`src/rtl/mire_writer.sv`:
```
// Wishbone master that fills the framebuffer with a grid test pattern ("mire").
// Optional feature macro: MIRE_CONTINUOUS_EN (rewrite the frame forever instead of stopping once).
module mire_writer #(
  parameter int          HDISP        = 800,
  parameter int          VDISP        = 480,
  parameter logic [31:0] BASE_ADDR    = 32'h0,
  parameter int          GRID         = 16,
  parameter int          BURST_LEN    = 64,
  parameter int          PAUSE_CYCLES = 4
) (
  input  logic        sys_clk,
  input  logic        sys_rst,
  input  logic        enable,
  output logic        wshb_cyc,
  output logic        wshb_stb,
  output logic        wshb_we,
  output logic [31:0] wshb_adr,
  output logic [31:0] wshb_dat_ms,
  output logic [3:0]  wshb_sel,
  output logic [2:0]  wshb_cti,
  output logic [1:0]  wshb_bte,
  input  logic        wshb_ack,
  input  logic        wshb_err,
  input  logic        wshb_rty,
  output logic        done,
  output logic [7:0]  frame_cnt
);

  localparam int XW = (HDISP > 1) ? $clog2(HDISP) : 1;
  localparam int YW = (VDISP > 1) ? $clog2(VDISP) : 1;
  localparam int BW = (BURST_LEN > 1) ? $clog2(BURST_LEN) : 1;
  localparam int PW = (PAUSE_CYCLES > 1) ? $clog2(PAUSE_CYCLES) : 1;

  typedef enum logic [1:0] {IDLE, WRITE, PAUSE, DONE} state_t;

  state_t        state_q;
  logic [XW-1:0] x_q, x_d;
  logic [YW-1:0] y_q, y_d;
  logic [BW-1:0] beat_q;
  logic [PW-1:0] pause_q;
  logic          cyc_q, stb_q, done_q;
  logic [31:0]   adr_q, dat_q;
  logic [7:0]    frame_q;
  logic          last_x, last_y, eof;

  function automatic logic [31:0] pix(input logic [XW-1:0] x, input logic [YW-1:0] y);
    return ((int'(x) % GRID == 0) || (int'(y) % GRID == 0)) ? 32'h00FF_FFFF : 32'h0;
  endfunction

  // Raster position of the pixel that follows the one currently on the bus.
  always_comb begin
    last_x = (x_q == XW'(HDISP - 1));
    last_y = (y_q == YW'(VDISP - 1));
    eof    = last_x && last_y;
    x_d    = last_x ? '0 : x_q + XW'(1);
    y_d    = !last_x ? y_q : (last_y ? '0 : y_q + YW'(1));
  end

  always_ff @(posedge sys_clk) begin
    if (sys_rst) begin
      state_q <= IDLE;
      x_q     <= '0;
      y_q     <= '0;
      beat_q  <= '0;
      pause_q <= '0;
      cyc_q   <= 1'b0;
      stb_q   <= 1'b0;
      done_q  <= 1'b0;
      adr_q   <= BASE_ADDR;
      dat_q   <= 32'h0;
      frame_q <= 8'd0;
    end else begin
      case (state_q)
        IDLE: begin
          if (enable) begin
            state_q <= WRITE;
            cyc_q   <= 1'b1;
            stb_q   <= 1'b1;
            dat_q   <= pix(x_q, y_q);
          end
        end
        WRITE: begin
          if (wshb_ack) begin
            x_q   <= x_d;
            y_q   <= y_d;
            dat_q <= pix(x_d, y_d);
            if (eof) begin
              adr_q   <= BASE_ADDR;
              frame_q <= frame_q + 8'd1;
              beat_q  <= '0;
              pause_q <= '0;
              cyc_q   <= 1'b0;
              stb_q   <= 1'b0;
`ifdef MIRE_CONTINUOUS_EN
              state_q <= PAUSE;
`else
              state_q <= DONE;
              done_q  <= 1'b1;
`endif
            end else begin
              adr_q <= adr_q + 32'd4;
              if (beat_q == BW'(BURST_LEN - 1)) begin
                beat_q  <= '0;
                pause_q <= '0;
                cyc_q   <= 1'b0;
                stb_q   <= 1'b0;
                state_q <= PAUSE;
              end else begin
                beat_q <= beat_q + BW'(1);
              end
            end
          end else if (wshb_err || wshb_rty) begin
            // Failed beat: keep the bus and re-issue the same address and data.
            cyc_q <= 1'b1;
            stb_q <= 1'b1;
          end
        end
        PAUSE: begin
          if (pause_q == PW'(PAUSE_CYCLES - 1)) begin
            if (enable) begin
              state_q <= WRITE;
              cyc_q   <= 1'b1;
              stb_q   <= 1'b1;
              dat_q   <= pix(x_q, y_q);
            end else begin
              state_q <= IDLE;
            end
          end else begin
            pause_q <= pause_q + PW'(1);
          end
        end
        DONE: begin
          done_q <= 1'b1;
        end
        default: state_q <= IDLE;
      endcase
    end
  end

  assign wshb_cyc    = cyc_q;
  assign wshb_stb    = stb_q;
  assign wshb_we     = 1'b1;
  assign wshb_adr    = adr_q;
  assign wshb_dat_ms = dat_q;
  assign wshb_sel    = 4'hF;
  assign wshb_cti    = 3'b000;
  assign wshb_bte    = 2'b00;
  assign done        = done_q;
  assign frame_cnt   = frame_q;

endmodule

```
`config.mk`:
```
export PLATFORM = sky130hd
export DESIGN_NAME = mire_writer
export DESIGN_NICKNAME = d
export VERILOG_FILES = /design/src/rtl/mire_writer.sv
export SDC_FILE = /design/constraint.sdc
export NUM_CORES = 1
export LEC_CHECK = 0
export ABC_AREA = 1
export BUFFER_PORTS_ARGS = -buffer_cell sky130_fd_sc_hd__buf_2
export CAP_MARGIN = 10
export CORE_MARGIN = 5
export CORE_UTILIZATION = 40
export CTS_BUF_LIST = sky130_fd_sc_hd__clkbuf_8
export CTS_CLUSTER_DIAMETER = 40
export CTS_CLUSTER_SIZE = 12
export DETAILED_ROUTE_END_ITERATION = 8
export SLEW_MARGIN = 20
export SYNTH_ARGS = -nofsm -noshare
export SYNTH_HDL_FRONTEND = slang
export SYNTH_SLANG_ARGS = --single-unit
```
`constraint.sdc`:
```
create_clock -name sys_clk -period 2.6 [get_ports sys_clk]
set_clock_uncertainty 0.1 [all_clocks]
set_input_delay 0.26 -clock sys_clk [delete_from_list [all_inputs] [get_ports sys_clk]]
set_output_delay 0.26 -clock sys_clk [all_outputs]
set_load 0.05 [all_outputs]
```
# Yosys cells after proc, flatten, opt, wreduce, memory -nomap -nowiden
# Cells that the tools add are included.
# classes
addsub	6
eq_ne	15
n_mux	37
n_reduce_logical	20
# op_table
operator	count
logical NOT 32 bit	4
2-to-1 mux 32 bit	4
case mux 32 bit (3 select lines)	1
2-to-1 mux 24 bit	2
adder 32 x 3 -> 32 bit, second input constant	1
2-to-1 mux 2 bit	9
2-to-1 mux 6 bit	2
AND reduction 3 bit	4
2-to-1 mux 1 bit	11
adder 10 x 1 -> 10 bit, second input constant	1
== test 10 bit, second input constant	1
2-to-1 mux 10 bit	1
inequality test 2 bit, second input constant	5
adder 9 x 1 -> 9 bit, second input constant	1
== test 9 bit, second input constant	1
2-to-1 mux 9 bit	1
adder 8 x 1 -> 8 bit, second input constant	1
AND reduction 4 bit	2
adder 6 x 1 -> 6 bit, second input constant	1
== test 2 bit, second input constant	3
== test 6 bit, second input constant	1
inequality test 3 bit, second input constant	2
case mux 1 bit (3 select lines)	2
case mux 2 bit (3 select lines)	1
13 further kinds	16
# totals
ff_bits	104
in_bits	6
output_inout_bits	85

# Longest topological paths before layout
# Gate-level depths: netlist of run 1.
# depth
ltp_word	8
ltp_mapped	14

# Worst setup path before layout of run 1
# No wires, ideal clock.
# synth_path
path_kind	register to register
start	register adr_q[2] (netlist: wshb_adr[2])
end	register adr_q[18] (netlist: wshb_adr[18])
setup_ns	0.116
arrival_ns	1.939
required_time_ns	2.384
slack_ns	0.445
stages_incl_launch_ff	11
period_less_slack_ns	2.155
cell_sequence	dfxtp_1 -> ha_1 -> nand2_1 -> nor2_8 -> nand3_4 -> nor2_4 -> nand2_2 -> nor2_2 -> nand2_1 -> xor2_1 -> nor2_2
# synth_between
elab_chain_cells	2
# synth_lines
item	line_no	text
start: declaration	42	logic [31:0] adr_q, dat_q;
start signal: assignment	101	adr_q <= adr_q + 32'd4;
adder 32 x 3 -> 32 bit	101	
2-to-1 mux 32 bit	87	if (eof) begin
# Every way passes these cells.
# A chain may end at the register's enable or synchronous reset.

# Final worst setup path of run 1
# layout_path
start	register state_q[1]
end	register adr_q[17] (netlist: wshb_adr[17])
# layout_between
elab_chain_cells	2
# layout_lines
item	line_no	text
start: declaration	36	state_t state_q;
start signal: assignment	61	state_q <= IDLE;
start signal: assignment	76	state_q <= WRITE;
start signal: assignment	97	state_q <= DONE;
== test 2 x 1 -> 1 bit	73	case (state_q)
AND reduction 2 bit (no source line)	--	
# Every way passes these cells.

==> results of run 1 <==
-- synthesized netlist by cell type, types with 2 or more instances --
master	n
a211oi_1	4
a21oi_1	40
a21oi_2	2
a31oi_1	3
and3_1	3
buf_2	4
buf_4	44
buf_6	2
clkbuf_1	4
conb_1	2
dfxtp_1	71
ha_1	12
inv_1	77
inv_2	3
nand2_1	113
nand2_2	5
nand2_4	2
nand3_1	48
nand3_2	2
nand3b_1	2
nand4_1	18
nor2_1	61
nor2_2	4
nor2_4	4
nor3_1	20
nor3_2	2
nor3b_1	4
o21ai_0	25
o21ai_1	4
xnor2_1	3
xor2_1	9
-- cells by family (layout without fill, tap and decap cells) --
logic type | count (synthesis) | in the layout | synth area share
AO/OA/AOI/OAI | 84 | 84 | 0.109
XOR/XNOR | 12 | 12 | 0.0249
AND/OR/NAND/NOR | 293 | 293 | 0.329
adder cells (fa/ha/maj) | 12 | 12 | 0.0355
flip-flops | 71 | 71 | 0.336
other | 2 | 20 | 0.00178
buffers and inverters | 135 | 172 | 0.164
-- sequential cells by signal, indices dropped and copies added, names as in the netlist --
signal / count
frame_cnt: 8
x_q: 10
pause_q: 2
state_q: 2
done: 1
wshb_dat_ms: 1
y_q: 9
beat_q: 6
wshb_cyc: 1
wshb_stb: 1
wshb_adr: 30
-- worst max-delay path by stage --
stage / to / slack [ns]
finish: wshb_adr[17] / 0.36
global route: y_q[8] / 0.10
CTS: wshb_adr[17] / 0.34
detailed placement: y_q[8] / 0.37
global placement: y_q[8] / 0.47
floorplan: wshb_adr[18] / 0.45
-- power by group through the flow --
stage	combinational (W)	clock [W]	sequential, W
floorplan	0.00123	0	0.00135
global placement	0.00136	0	0.00125
detailed placement	0.00137	0	0.00126
CTS	0.00137	0.000997	0.00123
global route	0.00144	0.00105	0.00125
finish	0.00136	0.000969	0.00123
-- worst register-to-register path: cells and delay by family (launching register included) --
family / cells / cell delay (ns)
simple gates: 6 / 0.97
flops: 1 / 0.34
fa+ha+maj: 1 / 0.31
compound gates: 2 / 0.23
buf+inv: 2 / 0.19
-- stage by stage --
stage,util,hold slack (ns),cells,cell area (um^2)
after floorplan,-,0.238,627,4290
after global placement,0.432,0.349,784,4460
after detailed placement,0.432,0.360,784,4460
after CTS,0.453,0.113,800,4680
after global routing,0.453,0.128,800,4680
final,0.453,0.132,800,4680
-- routing by layer --
metal | GRT usage | part of all wire
met4 | 0.0489 | 0.013
met1 | 0.209 | 0.49
met3 | 0.0396 | 0.056
met2 | 0.229 | 0.44
met5 | 0 | 0
-- placed cells by master (no fill, tap or decap), drive strengths merged --
cell type  netlist  routed
o21ai           29      29
a31oi            3       3
a21oi           42      42
nand2          120     120
clkinvlp         0       1
ha              12      12
o211ai           1       1
dfxtp           71      71
bufinv           0       2
or3              1       1
nand3           51      51
clkinv           1       5
conb             2      20
inv             80      80
nand3b           2       2
xor2             9       9
o2111ai          1       1
nor3            22      22
a31o             1       1
o31ai            1       1
or2              1       1
nor4             1       1
clkbuf           4       9
nor3b            4       4
a211oi           4       4
nor2            70      70
a221oi           1       1
and3             3       3
buf             50      75
nand4           18      18
xnor2            3       3
o21bai           1       1
-- cell type report --
cell class	instances	area, um^2	area share
multi-input combinational	421	2180	0.466
clock inverter	7	87.6	0.0187
clock buffer	9	124	0.0265
timing repair buffer	75	388	0.0830
sequential	71	1420	0.304
inverter	81	304	0.0650
tap	136	170	0.0364
==> qor.yml, run 1 <==
logic_synthesis:
  async_flop_share: 0
  synthesis.area_mm2: 0.00423
  synth.top_cell.area_share: 0.336
  synth-edff-count: 0
  synth-seq-area-share: 0.336
  yosys.area.top_type: "dfxtp_1"
  synth.top_cells.by_area: "dfxtp_1, nand2_1, buf_4"
  synthFlopType: "dfxtp_1"
  yosysWarningCount: 0
  synth_cell_types: 43
  synthCells: 609
  ys_seq_elements: 71
  avgSynthCellArea_um2: 6.94
die:
  initial_core_util: 0.409
  dieArea_mm2: 0.0127
  core_area_mm2: 0.0103
  rows: 37
  num_io_pins: 91
  fp.dieW_um: 113
  dieHeight_um: 113
critical_path:
  crit_cells: 11
  worstPathMaxFanout: 7
  path_cells: "inv_1 -> ha_1 -> nand2_2 -> nor2_2 -> nand2_2 -> nor2_1 -> nand3_1 -> nor2_1 -> inv_1 -> o21ai_0 -> a21oi_1"
  reg2regPathDepth: 11
  crit_path_start_kind: "flip-flop"
  regToRegSetupSlack_ns: 0.36
  crit_start: "state_q[1]"
  rr_endpoint: "wshb_adr[17]"
  crit_buf_inv: 2
  crit_family: "simple AND/OR/NAND/NOR gates"
  crit_arrival_ns: 2.38
  cp-end-kind: "flip-flop"
  reg2reg_from: "state_q[1]"
  worstSetupPathType: "flip-flop to flip-flop"
  cp.required_ns: 2.74
  cpPeakStageDelay_ns: 0.34
  slowest_stage: "dfxtp_1"
place:
  routabilityCongestion: 0.807
  io_buffers: 70
  dp_hpwl_um: 7310
  place_ws_ns: 0.372
finish:
  synthToLayoutAreaGrowth_pct: 10.6
  nets: 677
  antenna_cells: 0
  drive_gt1_frac: 0.178
  fill_cells: 1036
cts:
  clock-sinks: 71
  holdBufCountCts: 0
  clk_pin_slew_worst_paths_ns: 0.08
  cts_buffers: 9
  cts_setup_buffers: 0
  post_cts_resized: 0
  cts-htree-levels: 3
  cts-root-buf: "clkbuf_8"
  cts_tree: "built"
  insertion_delay_ns: 0.35
  cts_buffer_depth: 2
sta:
  finalHoldViolCount: 0
  final.setup.tns_ns: 0
  maxSlewHeadroom: 0.638
  fin_ws_ns: 0.355
  final-setup-viol-count: 0
  drv_slew: 0
  rsz0062_at_grt: "false"
  period_share: 0.863
  min_period_ns: 2.24
  fmax_mhz: 445
  tightest_slew_ns: 0.542
drt:
  vias_per_cell: 4.77
  vias: 3816
  ant_nets: 0
  drc: 0
  wl_per_cell_um: 12.0
  drtIter0Drc: 240
  wl_um: 9590
  first_pass_iters: 5
power_and_ir_drop:
  pwr-share-comb: 0.382
  pwr-share-seq: 0.346
  p_sw_frac: 0.446
  netSwitchingPower_w: 0.00159
  power_w: 0.00356
  power.density_mw_per_mm2: 761
  cell_internal_pwr_w: 0.00197
  irDropWorstVdd_mv: 0.697
  leakagePower_nw: 2.01
  clkPwrFrac: 0.272
run_status:
  status: "complete, no violations"
grt:
  track_usage: 0.151
  grt_pass1_vias: 3413
  antenna_found_initial: 0
  grt_overflow: 0
  grt_max_degree: 26
  grt_pass1_wl_um: 16000
min_path:
  min_path_type: "input port to flip-flop"
  hold_path_startpoint: "wshb_ack"
  worst_hold_path.endpoint: "frame_cnt[6]"
  hold_depth: 3
flow_run:
  max-cap-violations: 0
(Power assumes the default switching activity.)
==> inputs of run 2 (changes only) <==
- ABC_AREA: 1 -> default
- MAX_ROUTING_LAYER: default -> met4
==> qor.yml, run 2 <==
run_status:
  status: "complete, no violations"
power_and_ir_drop:
  clkPwrFrac: 0.317
  irDropWorstVdd_mv: 0.225
  pwr-share-seq: 0.476
  netSwitchingPower_w: 0.000833
  pwr-share-comb: 0.207
  power_w: 0.00236
  power.density_mw_per_mm2: 557
  cell_internal_pwr_w: 0.00153
  leakagePower_nw: 1.81
  p_sw_frac: 0.353
logic_synthesis:
  synth.top_cell.area_share: 0.375
  yosys.area.top_type: "dfxtp_1"
  yosysWarningCount: 0
  synthTopCellsByCount: "dfxtp_1, nor2_1, buf_4, xor2_1, nand2_1"
  synthCells: 456
  synth-seq-area-share: 0.375
  yosysMostFrequentCell: "dfxtp_1"
  synth-edff-count: 0
  async_flop_share: 0
  avgSynthCellArea_um2: 8.31
  synthesis.area_mm2: 0.00379
  synth.top_cells.by_area: "dfxtp_1, xor2_1, buf_4"
  synthFlopType: "dfxtp_1"
  synth_cell_types: 50
  ys_seq_elements: 71
cts:
  cts-htree-levels: 3
  insertion_delay_ns: 0.34
  cts-root-buf: "clkbuf_8"
  cts_tree: "built"
  cts_buffers: 9
  clock-sinks: 71
  clk_pin_slew_worst_paths_ns: 0.08
  cts_setup_buffers: 0
  cts_buffer_depth: 2
  post_cts_resized: 0
  holdBufCountCts: 0
min_path:
  worst_hold_path.endpoint: "state_q[1]"
  min_path_type: "input port to flip-flop"
  hold_depth: 3
  hold_path_startpoint: "wshb_ack"
grt:
  grt_pass1_vias: 2954
  grt_pass1_wl_um: 13800
  grt_max_degree: 35
  antenna_found_initial: 0
  track_usage: 0.153
  grt_overflow: 0
drt:
  wl_per_cell_um: 13.4
  wl_um: 8570
  ant_nets: 0
  first_pass_iters: 4
  vias_per_cell: 4.88
  drc: 0
  vias: 3130
  drtIter0Drc: 95
place:
  routabilityCongestion: 0.805
  io_buffers: 70
  dp_hpwl_um: 6300
sta:
  maxSlewHeadroom: 0.624
  rsz0062_at_grt: "false"
  fmax_mhz: 419
  hold-worst-slack_ns: 0.211
  finalHoldViolCount: 0
  tightest_slew_ns: 0.564
  min_period_ns: 2.39
  final.setup.tns_ns: 0
  final-setup-viol-count: 0
  period_share: 0.919
  drv_slew: 0
die:
  initial_core_util: 0.410
  dieArea_mm2: 0.0115
  fp.dieW_um: 107
  dieHeight_um: 107
  rows: 35
  num_io_pins: 91
  core_area_mm2: 0.00924
finish:
  synthToLayoutAreaGrowth_pct: 11.8
  mostFrequentLayoutCells: "dfxtp_1, buf_2, nor2_1"
  antenna_cells: 0
  largest_register_ffs: 30
  final_common_cell: "dfxtp_1"
  seqCellArea_mm2: 0.00142
  nets: 526
  fin_util: 0.459
  fill_cells: 958
  drive_gt1_frac: 0.201
  multiInputGateArea_mm2: 0.00201
critical_path:
  cp.required_ns: 2.78
  rr_endpoint: "frame_cnt[5]"
  worstSetupPathType: "flip-flop to flip-flop"
  crit_path_start_kind: "flip-flop"
  reg2regPathDepth: 7
  crit_family: "simple AND/OR/NAND/NOR gates"
  cpPeakStageDelay_ns: 0.52
  reg2reg_from: "y_q[0]"
  cp-end-kind: "flip-flop"
  slowest_stage: "or4_1"
  crit_buf_inv: 1
  crit_arrival_ns: 2.57
  regToRegSetupSlack_ns: 0.21
  path_cells: "ha_1 -> nand4_1 -> nor2_1 -> buf_4 -> nand2_4 -> or4_1 -> a21oi_1"
  worstPathMaxFanout: 8
flow_run:
  max-cap-violations: 0
-- run 2: cell count changes in the layout (fill, tap and decap cells not counted), sizes merged, moves of 5 or more --
cell   before  now
a21oi      42   13
o21ai      29    7
xnor2       3   13
nor3       22   15
nor2       70   65
inv        80   11
and3        3   14
buf        75   82
nand3      51   28
nand2     120   34
nor4        1    6
xor2        9   37
-- run 2: cells by family (layout without fill, tap and decap cells) --
kind of cell    Yosys count  count (layout)  synth area share
fa+ha+maj                12              12            0.0396
xor+xnor                 50              50             0.116
simple gates            208             208             0.278
mux                       3               3           0.00792
buf+inv                  70             108             0.114
other cells               2              20           0.00198
compound gates           40              40            0.0683
flops                    71              71             0.375
-- run 2: how the worst max path moves through the flow --
stage | start | end | slack [ns] | cells after the start
2_1_floorplan | wshb_adr[8] | wshb_adr[29] | 0.32 | 6
6_report | y_q[0] | frame_cnt[5] | 0.21 | 7
3_5_place_dp | y_q[0] | frame_cnt[5] | 0.21 | 7
4_1_cts | y_q[0] | frame_cnt[5] | 0.19 | 7
5_1_grt | y_q[0] | state_q[0] | 0.01 | 6
3_3_place_gp | y_q[1] | frame_cnt[5] | 0.26 | 7
-- run 2: cell type report --
class / count / area share
inverters: 11 / 0.00974
well taps: 129 / 0.0381
repair buffers: 82 / 0.104
clock inverters: 6 / 0.00915
flip-flops and latches: 71 / 0.335
clock buffers: 9 / 0.0292
multi-input cells: 333 / 0.475
-- run 2: power groups by stage --
stage               registers (W)  clock network (W)  logic (W)
global placement          0.00115                  0   0.000490
global route              0.00113           0.000822   0.000511
floorplan                 0.00118                  0   0.000464
CTS                       0.00113           0.000785   0.000491
finish                    0.00112           0.000749   0.000490
detailed placement        0.00115                  0   0.000491
-- run 2: routing by layer --
metal | vias to the layer above | global-route usage | share of wire
met2 | 80 | 0.251 | 0.47
li1 | 1598 | - | -
met5 | - | - | 0
met3 | 6 | 0.0408 | 0.050
met4 | 0 | 0.0379 | 0.0091
met1 | 1446 | 0.187 | 0.47
-- run 2: through the flow --
stage	cell area (um^2)	cells	worst slack [ns]
5_1_grt	4240	641	0.0130
3_5_place_dp	4080	626	0.215
4_1_cts	4240	641	0.192
2_1_floorplan	3860	474	0.319
3_3_place_gp	4080	626	0.256
6_report	4240	641	0.212
-- run 2: tightest hold or removal path: stages --
cell      delay [ns]
buf_2           0.17
nand3_1         0.09
a221oi_1        0.07
